[config.mk]
export PLATFORM = sky130hd
export DESIGN_NAME = rr_arbiter_enc
export DESIGN_NICKNAME = d
export VERILOG_FILES = /design/src/rtl/rr_arbiter_enc.sv
export SDC_FILE = /design/constraint.sdc
export NUM_CORES = 1
export LEC_CHECK = 0
export CORE_ASPECT_RATIO = 1.4
export CORE_UTILIZATION = 55
export DETAILED_ROUTE_END_ITERATION = 8
export GPL_TIMING_DRIVEN = 1
export PLACE_DENSITY = 0.78
export SLEW_MARGIN = 10
export SYNTH_ARGS = -nofsm -noshare
export SYNTH_HDL_FRONTEND = slang
export SYNTH_SLANG_ARGS = --single-unit
[constraint.sdc]
create_clock -name clk -period 3.7 [get_ports clk]
set_clock_uncertainty 0.05 [all_clocks]
set_input_delay 0.37 -clock clk [delete_from_list [all_inputs] [get_ports clk]]
set_output_delay 0.37 -clock clk [all_outputs]
set_load 0.03 [all_outputs]
[src/rtl/rr_arbiter_enc.sv]
`default_nettype none
// ============================================================================
// Module   : rr_arbiter_enc
// Purpose  : 8-requester round-robin arbiter with a binary-encoded grant.
//            gnt_idx feeds a 3-to-8 decoder's in[2:0] and gnt_en feeds its
//            enable, so downstream sees a one-hot grant bus. Every grant is
//            followed by one GAP cycle so two owners never overlap.
// Ports    : clk          - rising-edge clock
//            rst_n        - asynchronous reset, active-low
//            req[7:0]     - request lines, req[i]=1 -> requester i wants bus
//            done         - 1-cycle pulse, current owner finished
//            gnt_idx[2:0] - encoded index of granted requester (registered)
//            gnt_en       - grant valid (registered)
//            timeout_flag - 1-cycle pulse on forced release (registered)
// Config   : RR_ARB_TIMEOUT_EN - when defined, a grant held TIMEOUT cycles
//            without release is forcibly released and timeout_flag pulses.
//            When undefined, timeout_flag is tied low and TIMEOUT is unused.
// Revision : 1.0 - initial release
// ============================================================================
module rr_arbiter_enc #(
    parameter int TIMEOUT = 16      // legal 2..255, timeout build only
) (
    input  logic       clk,
    input  logic       rst_n,
    input  logic [7:0] req,
    input  logic       done,
    output logic [2:0] gnt_idx,
    output logic       gnt_en,
    output logic       timeout_flag
);

    localparam logic [1:0] c_idle  = 2'd0;
    localparam logic [1:0] c_grant = 2'd1;
    localparam logic [1:0] c_gap   = 2'd2;

    logic [1:0] r_state;
    logic [1:0] w_state_nxt;
    logic [2:0] r_ptr;              // index of the most recent owner
    logic [2:0] w_ptr_nxt;
    logic [2:0] r_gnt_idx;
    logic [2:0] w_gnt_idx_nxt;
    logic       r_gnt_en;
    logic       w_gnt_en_nxt;
    logic [2:0] w_winner;
    logic [2:0] w_cand;
    logic       w_release;

`ifdef RR_ARB_TIMEOUT_EN
    localparam logic [7:0] c_hold_last = 8'(TIMEOUT - 1);

    logic [7:0] r_hold_cnt;
    logic [7:0] w_hold_cnt_nxt;
    logic       r_timeout_flag;
    logic       w_timeout_flag_nxt;
`endif

    // Round-robin search. Walking offsets from 8 down to 1 lets the
    // closest requester after r_ptr overwrite farther ones; offset 8
    // wraps to r_ptr itself, so the last owner has the lowest priority.
    always_comb begin
        w_winner = 3'd0;
        w_cand   = 3'd0;
        for (int i = 8; i >= 1; i--) begin
            w_cand = r_ptr + 3'(i);
            if (req[w_cand]) begin
                w_winner = w_cand;
            end
        end
    end

    // done and a dropped request on the same edge collapse into one release.
    assign w_release = done | ~req[r_gnt_idx];

    always_comb begin
        w_state_nxt   = r_state;
        w_ptr_nxt     = r_ptr;
        w_gnt_idx_nxt = r_gnt_idx;
        w_gnt_en_nxt  = r_gnt_en;
`ifdef RR_ARB_TIMEOUT_EN
        w_hold_cnt_nxt     = r_hold_cnt;
        w_timeout_flag_nxt = 1'b0;
`endif
        case (r_state)
            c_idle: begin
                w_gnt_en_nxt = 1'b0;
                if (|req) begin
                    w_gnt_idx_nxt = w_winner;
                    w_gnt_en_nxt  = 1'b1;
                    w_state_nxt   = c_grant;
`ifdef RR_ARB_TIMEOUT_EN
                    w_hold_cnt_nxt = 8'd0;
`endif
                end
            end
            c_grant: begin
                if (w_release) begin
                    w_gnt_en_nxt = 1'b0;
                    w_ptr_nxt    = r_gnt_idx;
                    w_state_nxt  = c_gap;
                end
`ifdef RR_ARB_TIMEOUT_EN
                // Normal release has priority, so the flag only fires when
                // the owner is still holding on at the final cycle.
                else if (r_hold_cnt == c_hold_last) begin
                    w_gnt_en_nxt       = 1'b0;
                    w_ptr_nxt          = r_gnt_idx;
                    w_state_nxt        = c_gap;
                    w_timeout_flag_nxt = 1'b1;
                end else begin
                    w_hold_cnt_nxt = r_hold_cnt + 8'd1;
                end
`endif
            end
            c_gap: begin
                w_gnt_en_nxt = 1'b0;
                w_state_nxt  = c_idle;
            end
            default: begin
                w_gnt_en_nxt = 1'b0;
                w_state_nxt  = c_idle;
            end
        endcase
    end

    always_ff @(posedge clk or negedge rst_n) begin
        if (!rst_n) begin
            r_state   <= c_idle;
            r_ptr     <= 3'd7;
            r_gnt_idx <= 3'd0;
            r_gnt_en  <= 1'b0;
        end else begin
            r_state   <= w_state_nxt;
            r_ptr     <= w_ptr_nxt;
            r_gnt_idx <= w_gnt_idx_nxt;
            r_gnt_en  <= w_gnt_en_nxt;
        end
    end

`ifdef RR_ARB_TIMEOUT_EN
    always_ff @(posedge clk or negedge rst_n) begin
        if (!rst_n) begin
            r_hold_cnt     <= 8'd0;
            r_timeout_flag <= 1'b0;
        end else begin
            r_hold_cnt     <= w_hold_cnt_nxt;
            r_timeout_flag <= w_timeout_flag_nxt;
        end
    end

    assign timeout_flag = r_timeout_flag;
`else
    assign timeout_flag = 1'b0;
`endif

    assign gnt_idx = r_gnt_idx;
    assign gnt_en  = r_gnt_en;

endmodule
`default_nettype wire
==> metrics.json <==
{
  "areaGrowthSynthToFinish_pct": 11.45,
  "initial_standard_cell_utilization_of_the_core_pct": 60.40,
  "ios": 16,
  "netlist.area_leader.share_pct": 14.59,
  "grt.overflow.total": 0,
  "finish.utilization_pct": 67.32,
  "floorplan.die_area_sq_mm": 0.002441,
  "grt_start_max_net_pins": 19,
  "worst_pin_slew_ns": 0.5790,
  "grt_first_pass_wirelength_mm": 5.340,
  "dr_pass1_iterations": 4,
  "register_area_sq_um": 229.0,
  "routabilityCongestion": 0.8660,
  "cap_viol_max_count": 0,
  "cp_data_arrival_time_ns": 3.19,
  "fin_crit_sh_pct": 84.45,
  "grt_pass1_vias": 1127,
  "cts-hold-fix-buffers": 0,
  "tritoncts": "built",
  "postRouteWirelength_mm": 3.015,
  "cts_root_buf": "sky130_fd_sc_hd__clkbuf_4",
  "synthMostInstantiatedCell": "sky130_fd_sc_hd__nand2_1",
  "dp_hpwl_mm": 2.316,
  "diodes": 0,
  "num-nets-final": 149,
  "hold_class": "input port to asynchronous set/reset pin",
  "synth.yosys.seq_area_share_pct": 18.54,
  "syn_inst": 125,
  "multi_input_gate_area_sq_um": 920.9,
  "slew_viol_final": 0,
  "required_ns": 3.77,
  "port-buffer-count": 14,
  "fin_setup_tns_ns": 0,
  "finalWorstPathRequiredPeriod_ns": 3.125,
  "synthArstFlopShare_pct": 100.0,
  "syn-cell-area_sq_mm": 0.001235,
  "synthTopCellsByCount": "sky130_fd_sc_hd__nand2_1 (12), sky130_fd_sc_hd__mux2i_1 (11), sky130_fd_sc_hd__inv_1 (9)",
  "crit_type": "flop to flop",
  "clkTransAtPathRegs_ns": 0.06,
  "ys.flop_type": "sky130_fd_sc_hd__dfrtp_1",
  "synth.avg_cell_area_sq_um": 9.879,
  "core_region_area_sq_mm": 0.002044,
  "grt_use_total_pct": 27.98,
  "clockBufferDepth": 2,
  "finalHoldViolCount": 0,
  "outcome": "complete, no violations",
  "ys.warnings.count": 0,
  "post_cts_setup_driven_buffer_insertion_count": 0,
  "drive_above_1_share_pct": 16.30,
  "largest_fanout_on_the_critical_path": 18,
  "setup_violations": 0,
  "ys_ff_latch": 9,
  "rsz_0062_raised_after_global_routing": "false",
  "cts_htree_levels": 1,
  "maximum_operating_frequency_mhz": 320.0,
  "floorplan.rows": 19,
  "cp-start-kind": "flop",
  "drtAntennaViolNets": 0,
  "layout.filler_cells": 166,
  "number_of_synthesized_flops_with_an_enable_pin": 0,
  "num_vias": 1089,
  "relSlewSlack_pct": 60.99,
  "detail_route.iter0.violations": 36,
  "post_synth_main_area_contributors": "sky130_fd_sc_hd__mux4_2 (15%), sky130_fd_sc_hd__dfrtp_1 (12%), sky130_fd_sc_hd__mux2i_1 (8.9%)",
  "drt_drc_violations_left": 0,
  "routedWlPerCell_um": 19.33,
  "clock_latency_ns": 0.25,
  "die_y_um": 58.07,
  "vias_per_cell": 6.981,
  "synth_cell_types": 46,
  "clock_sinks": 9,
  "initial_antenna_violation_count": 0,
  "synth_nets": 138,
  "synth_largest_area_cell": "sky130_fd_sc_hd__mux4_2",
  "crit_path_end_kind": "flop",
  "post_cts_resized": 0,
  "cts_made_buffers": 3,
  "fp.dieW_um": 42.05
}
==> kinds of logic after synthesis <==
| family | after synthesis | share of synthesized area (%) |
|---|---|---|
| AO/OA/AOI/OAI | 33 | 19.96 |
| AND/OR/NAND/NOR | 33 | 14.49 |
| multiplexers | 27 | 35.66 |
| buffers and inverters | 17 | 6.889 |
| flip-flops | 9 | 18.54 |
| XOR/XNOR | 3 | 2.128 |
| adder cells (fa/ha/maj) | 2 | 2.026 |
| other | 1 | 0.3037 |
==> routing by layer <==
layer	global-route usage (%)	up-vias	share of wire, %
li1	-	511	-
met3	1.246	12	2.7
met5	0	-	0
met2	48.88	32	52
met1	36.77	534	41
met4	10.71	0	3.8
==> through the flow <==
step	cell area, sq um	cells	worst slack [ns]	hold WS [ns]
6_report	1376	156	0.5753	0.3605
5_1_grt	1376	156	0.3583	0.3860
4_1_cts	1376	156	0.5895	0.3672
3_5_place_dp	1350	152	0.6001	0.4845
3_3_place_gp	1350	152	0.6856	0.4787
2_1_floorplan	1235	125	0.8281	0.02441
==> flip-flops by register name, summed over array words and instances (netlist names) <==
register / flops
gnt_en: 1
r_ptr: 3
gnt_idx: 3
r_state: 2
==> worst max-delay path: stages, from the launching register on <==
cell                       delay, ns
sky130_fd_sc_hd__dfstp_2        0.76
sky130_fd_sc_hd__inv_1          0.13
sky130_fd_sc_hd__ha_1           0.54
sky130_fd_sc_hd__mux2i_1        0.16
sky130_fd_sc_hd__mux4_2         0.48
sky130_fd_sc_hd__a32o_1         0.23
sky130_fd_sc_hd__or3_1          0.31
sky130_fd_sc_hd__a31oi_1        0.20
sky130_fd_sc_hd__o211ai_1       0.13
==> layout by cell type (no fill, tap or decap), drive strengths merged, types with 2 or more instances in the layout <==
master	netlist	layout
mux4	12	12
o21ai	6	6
o221ai	2	2
nor4	2	2
nor2b	4	4
nand3b	2	2
mux2i	11	11
dfrtp	6	6
o22ai	2	2
inv	9	9
a21o	2	2
clkbuf	2	4
xnor2	3	3
mux2	4	4
nand2	12	12
dfstp	3	3
clkdlybuf4s50	0	14
a221o	2	2
nand2b	4	4
o211ai	2	2
nor2	4	4
a21oi	5	5
ha	2	2
==> final timing paths <==
kind | to | slack (ns) | depth (start not counted) | start
max | gnt_idx[0]$_DFFE_PN0P_ | 0.58 | 8 | r_ptr[0]$_DFFE_PN1P_
min | r_state[1]$_DFFE_PN0P_ | 0.36 | 1 | rst_n
max reg2reg | gnt_idx[0]$_DFFE_PN0P_ | 0.58 | 8 | r_ptr[0]$_DFFE_PN1P_
min reg2reg | r_state[0]$_DFFE_PN0P_ | 0.50 | 2 | r_state[0]$_DFFE_PN0P_
max in group asynchronous | r_ptr[2]$_DFFE_PN1P_ | 2.92 | 1 | rst_n
min in group clk | r_state[0]$_DFFE_PN0P_ | 0.50 | 2 | r_state[0]$_DFFE_PN0P_
==> cell type report <==
type                       count  share of cell area (%)
multi-input combinational     99                   66.91
sequential                     9                   16.64
timing repair buffer          14                   10.18
inverter                       9                   2.455
clock buffer                   4                   1.909
tap                           21                   1.909
Power is not shown: default switching activity piles up to over one toggle a cycle in this logic, so the estimate is an artifact.
